### config.mk
export PLATFORM = sky130hd
export DESIGN_NAME = forwarder_arbiter
export DESIGN_NICKNAME = d
export VERILOG_FILES = /design/src/rtl/forwarder_arbiter.sv
export SDC_FILE = /design/constraint.sdc
export NUM_CORES = 1
export LEC_CHECK = 0
export CORE_AREA = 2 2 172 174
export DETAILED_ROUTE_END_ITERATION = 10
export DIE_AREA = 0 0 174 176
export GPL_TIMING_DRIVEN = 1
export PLACE_DENSITY_LB_ADDON = 0.1
export SYNTH_ARGS = -nofsm -noshare
export SYNTH_HDL_FRONTEND = slang
export SYNTH_SLANG_ARGS = --single-unit
### constraint.sdc
create_clock -name clk -period 3.5 [get_ports clk]
set_input_delay 0.7 -clock clk [delete_from_list [all_inputs] [get_ports clk]]
set_output_delay 0.7 -clock clk [all_outputs]
set_load 0.005 [all_outputs]
### src/rtl/forwarder_arbiter.sv
// Round-robin arbiter that lets N_BUFS packet buffers share one forwarder.
// The granted buffer's read port, length and ready are muxed to the forwarder.
//
// Ports:
//   clk, rst              clock, synchronous active-high reset
//   buf_ready/len/rd_data per-buffer packet status, length, read data
//   buf_rd_addr/rd_en     per-buffer read port, driven only for the grant
//   buf_done              per-buffer done pulse
//   fwd_rd_addr/rd_en     forwarder read request
//   fwd_done              forwarder finished the current packet
//   fwd_rd_data/ready/len muxed data, ready and length to the forwarder
//   grant_valid/grant_idx current ownership
//   err_stray_done        sticky flag: fwd_done arrived with no grant
module forwarder_arbiter #(
    parameter int N_BUFS     = 4,
    parameter int DATA_WIDTH = 64,
    parameter int ADDR_WIDTH = 9,
    parameter int PLEN_WIDTH = ADDR_WIDTH + 1
) (
    input  logic                         clk,
    input  logic                         rst,
    input  logic [N_BUFS-1:0]            buf_ready,
    input  logic [N_BUFS*PLEN_WIDTH-1:0] buf_len,
    input  logic [N_BUFS*DATA_WIDTH-1:0] buf_rd_data,
    output logic [N_BUFS*ADDR_WIDTH-1:0] buf_rd_addr,
    output logic [N_BUFS-1:0]            buf_rd_en,
    output logic [N_BUFS-1:0]            buf_done,
    input  logic [ADDR_WIDTH-1:0]        fwd_rd_addr,
    input  logic                         fwd_rd_en,
    input  logic                         fwd_done,
    output logic [DATA_WIDTH-1:0]        fwd_rd_data,
    output logic                         fwd_ready,
    output logic [PLEN_WIDTH-1:0]        fwd_len,
    output logic                         grant_valid,
    output logic [$clog2(N_BUFS)-1:0]    grant_idx,
    output logic                         err_stray_done
);

    localparam int IDX_W = $clog2(N_BUFS);

    typedef enum logic [1:0] {
        IDLE,
        BUSY,
        GAP
    } state_t;

    state_t           state;
    logic [IDX_W-1:0] sel;
    logic [IDX_W-1:0] last;
    logic [IDX_W-1:0] pick;
    logic [IDX_W-1:0] cand_idx;
    logic             any_ready;
    logic             busy;
    int               cand;

    // Scan starting just after the last grant so every buffer gets a turn.
    always_comb begin
        pick      = '0;
        any_ready = 1'b0;
        cand      = 0;
        cand_idx  = '0;
        for (int k = 1; k <= N_BUFS; k++) begin
            cand     = (int'(last) + k) % N_BUFS;
            cand_idx = IDX_W'(cand);
            if (!any_ready && buf_ready[cand_idx]) begin
                any_ready = 1'b1;
                pick      = cand_idx;
            end
        end
    end

    always_ff @(posedge clk) begin
        if (rst) begin
            state          <= IDLE;
            sel            <= '0;
            last           <= IDX_W'(N_BUFS - 1);
            err_stray_done <= 1'b0;
        end else begin
            if (fwd_done && state != BUSY)
                err_stray_done <= 1'b1;
            case (state)
                IDLE: begin
                    if (any_ready) begin
                        sel   <= pick;
                        last  <= pick;
                        state <= BUSY;
                    end
                end
                BUSY: begin
                    if (fwd_done)
                        state <= GAP;
                end
                GAP:     state <= IDLE;
                default: state <= IDLE;
            endcase
        end
    end

    assign busy = (state == BUSY);

    // sel is frozen through GAP so the last read still returns to the forwarder.
    always_comb begin
        buf_rd_addr = '0;
        buf_rd_en   = '0;
        buf_done    = '0;
        buf_rd_addr[int'(sel)*ADDR_WIDTH +: ADDR_WIDTH] = fwd_rd_addr;
        if (busy) begin
            buf_rd_en[sel] = fwd_rd_en;
            buf_done[sel]  = fwd_done && !rst;
        end
    end

    assign fwd_ready   = busy && buf_ready[sel];
    assign fwd_len     = busy ? buf_len[int'(sel)*PLEN_WIDTH +: PLEN_WIDTH] : '0;
    assign fwd_rd_data = buf_rd_data[int'(sel)*DATA_WIDTH +: DATA_WIDTH];
    assign grant_valid = (state != IDLE);
    assign grant_idx   = sel;

endmodule

==> results.yml <==
critical_path:
  arrival_ns: 2.52
  timing.critical_path.slowest_stage_cell: "dfxtp_4"
  worst_ep_required_time_ns: 2.80
  worst-path-buf-inv: 2
  cpLargestDelayFamily: "simple AND/OR/NAND/NOR gates"
  cpPeakStageDelay_ns: 0.56
  crit_fanout: 22
  critical_path.cell_chain: "inv_1 > ha_1 > nor3b_2 > and2_1 > clkdlybuf4s50_1"
  startpoint_type: "flop"
  worstSetupEndpointType: "primary output"
  setup.worst_path.class: "reg -> out"
clocking:
  cts.hold.buffers_added: 0
  worst_skew_pair.late_latency_ns: 0.23
  clock_tree.buffer_depth: 2
  cts-htree-levels: 1
  resize_count_post_cts: 0
  tritoncts: "done"
  clock_sink_count: 7
  post-cts-setup-buffers: 0
  clkTransAtPathRegs_ns: 0.04
  clock-root-buffer: "clkbuf_16"
  inserted_clock_buffers: 3
pwr:
  power_switching_mw: 0.4322
  power_switching_share_pct: 28.59
  p_clk_share_pct: 12.7
  ir_drop_worst_case_vdd_uv: 237.4
  power.sequential.fraction_pct: 7.6
  static-leakage-power_nw: 2.561
  share_comb_of_total_power_pct: 79.6
  internal-power_mw: 1.079
  power_density_mw_per_mm2: 199.6
grt:
  gr-total-overflow: 0
  track_usage_pct: 12.63
  number_of_global_route_vias_before_repair: 4043
  grt_pass1_wl_um: 29040
  number_of_antenna_violations_at_the_first_check_in_global_routing: 4
  grt_start_max_net_pins: 48
hold_path:
  hp-class: "reg -> reg"
sta:
  rsz0062_at_grt: "no"
  maxSlewHeadroom_pct: 61.78
  achievable-frequency_mhz: 310.1
  finalClockSkew_ns: 0.001184
  worst_hold_slack_ns: 0.5067
  timing.setup.tns_ns: 0
  setup_viol_count_final: 0
  timing_hold_violations_final: 0
  period_share_pct: 92.14
  final-max-slew-violation-count: 0
  max_slew.worst_pin.slew_ns: 0.5708
  finalWorstPathRequiredPeriod_ns: 3.225
outcome:
  status: "complete, no violations"
placement:
  hpwlAfterDp_um: 17920
  dp.cells: 1018
  place_congestion: 0.9270
  portBuffers: 435
flow_run:
  maxCapViolations: 0
floorplan:
  design.die.area_mm2: 0.03062
  core.rowCount: 62
  die_width_um: 174
  initial_core_util_pct: 9.379
  die_boundary_height_um: 176
  core-area_mm2: 0.02855
  io-pin-count: 436
final_layout:
  layout.nets: 959
  final_cells: 1024
  layout-area-overhead-vs-synth_pct: 182.9
  drive_above_1_share_pct: 14.73
routing:
  totalWireLength_um: 20760
  drt_iter0_markers: 97
  postRouteAntennaNets: 0
  drt_drc_violations_left: 0
  first_pass_iteration_count_of_the_detailed_router: 4
  avgRoutedWirePerCell_um: 20.27
  route.detailed.vias_per_inst: 3.665
  num_vias: 3753
synth:
  syn_avg_cell_area_um2: 12.69
  synthesis.nets: 531
  ys_seq_area_share_pct: 5.234
  mappedNetlistArea_mm2: 0.002678
  synth_area_leaders: "mux4_2 (62%), and2_1 (12%), dfxtp_1 (5.2%), ha_1 (3.3%), buf_2 (1.5%)"
  synth_area_leader_cell: "mux4_2"
  synth.yosys.warnings: 0
  postSynthRegisterBits: 7
  yosys.area.top_type_share_pct: 62.24
  synthDistinctLibCells: 34
  synth_cells: 211
==> flip-flops by register name, summed over array words and instances (netlist names) <==
name	flops
grant_idx	2
err_stray_done	1
last	2
state	2
==> power by group through the flow <==
stage	combinational (mW)	sequential (mW)	clock [mW]
final	1.20	0.115	0.192
after global routing	1.28	0.119	0.206
after CTS	1.23	0.117	0.198
after detailed placement	1.22	0.117	0
after global placement	1.22	0.116	0
after floorplan	0.449	0.0996	0
==> path summary, 6_finish.rpt <==
kind	startpoint	endpoint	slack [ns]	depth (start not counted)
setup reg to reg	last[0]$_SDFFE_PP1P_	grant_idx[1]$_SDFFE_PP0P_	2.01	4
hold reg to reg	err_stray_done$_SDFFE_PP0P_	err_stray_done$_SDFFE_PP0P_	0.51	2
setup / recovery	grant_idx[1]$_SDFFE_PP0P_	buf_rd_addr[8]	0.28	5
hold / removal	err_stray_done$_SDFFE_PP0P_	err_stray_done$_SDFFE_PP0P_	0.51	2
==> layout make-up <==
class | instances | area [um^2]
clock buffers | 4 | 78.83
repair buffers | 443 | 4427
multi-input cells | 180 | 2420
fillers | 3022 | 20970
flip-flops and latches | 7 | 147.6
inverters | 4 | 15.01
diodes | 2 | 5.005
well taps | 384 | 480.5
==> layout by cell type (no fill, tap or decap), types with 2 or more instances in the layout <==
cell               n
a21oi_1            4
and2_1            52
and3_1             4
buf_4              7
clkbuf_16          3
clkdlybuf4s50_1  435
dfxtp_1            5
dfxtp_4            2
diode_2            2
ha_1               7
inv_1              4
mux4_2            74
nand2_1            4
nand2b_1           3
nand3b_1           2
nor2_1             7
nor3_1             3
or3b_1             2
==> worst reg2reg max path: stages (launching register included) <==
cell and delay (ns):
dfxtp_1 0.35, or3b_1 0.41, a2111oi_2 0.35, a311o_1 0.19, a21oi_1 0.06
==> synthesized netlist by cell type <==
master     count
clkbuf_1       6
o21ai_0        1
nor2_1         7
nand2b_1       3
nor3b_2        1
o22ai_1        1
nor3b_1        1
or4_4          1
and3_1         4
a311o_1        1
and4bb_1       1
dfxtp_1        7
nand2_1        4
a31oi_1        1
a21oi_1        4
and2_1        52
nor2b_1        2
nand3b_1       2
a21o_1         1
nor3_1         3
a221oi_1       1
or3b_1         2
nand2_4        1
clkbuf_2       1
ha_1           7
a2111oi_0      1
inv_1          4
buf_4          5
mux4_2        74
mux4_1         1
a2111oi_2      1
nor4b_2        1
buf_2          8
a21o_2         1
==> cell families after synthesis <==
group | Yosys count | synth area share (%)
flops | 7 | 5.233
mux | 75 | 63.22
simple gates | 85 | 20.19
buf+inv | 24 | 4.486
compound gates | 13 | 3.598
fa+ha+maj | 7 | 3.271
==> metrics by stage <==
stage / power (mW) / util (%) / cell area, um^2 / worst slack [ns]
detailed placement: 1.342 / 26.24 / 7490 / 0.3837
global route: 1.607 / 26.53 / 7574 / 0.09902
CTS: 1.548 / 26.51 / 7569 / 0.1839
finish: 1.512 / 26.53 / 7574 / 0.2752
global placement: 1.335 / 26.24 / 7490 / 0.4177
floorplan: 0.5486 / - / 2678 / 0.8036
==> metal layers <==
metal	GRT usage, %	part of all wire [%]	vias up
met5	0	0.063	-
met4	1.611	0.68	2
met3	3.854	8.1	8
met2	24.85	56	201
met1	13.50	35	1799
li1	-	-	1743
Power figures use the tool's default switching activity.
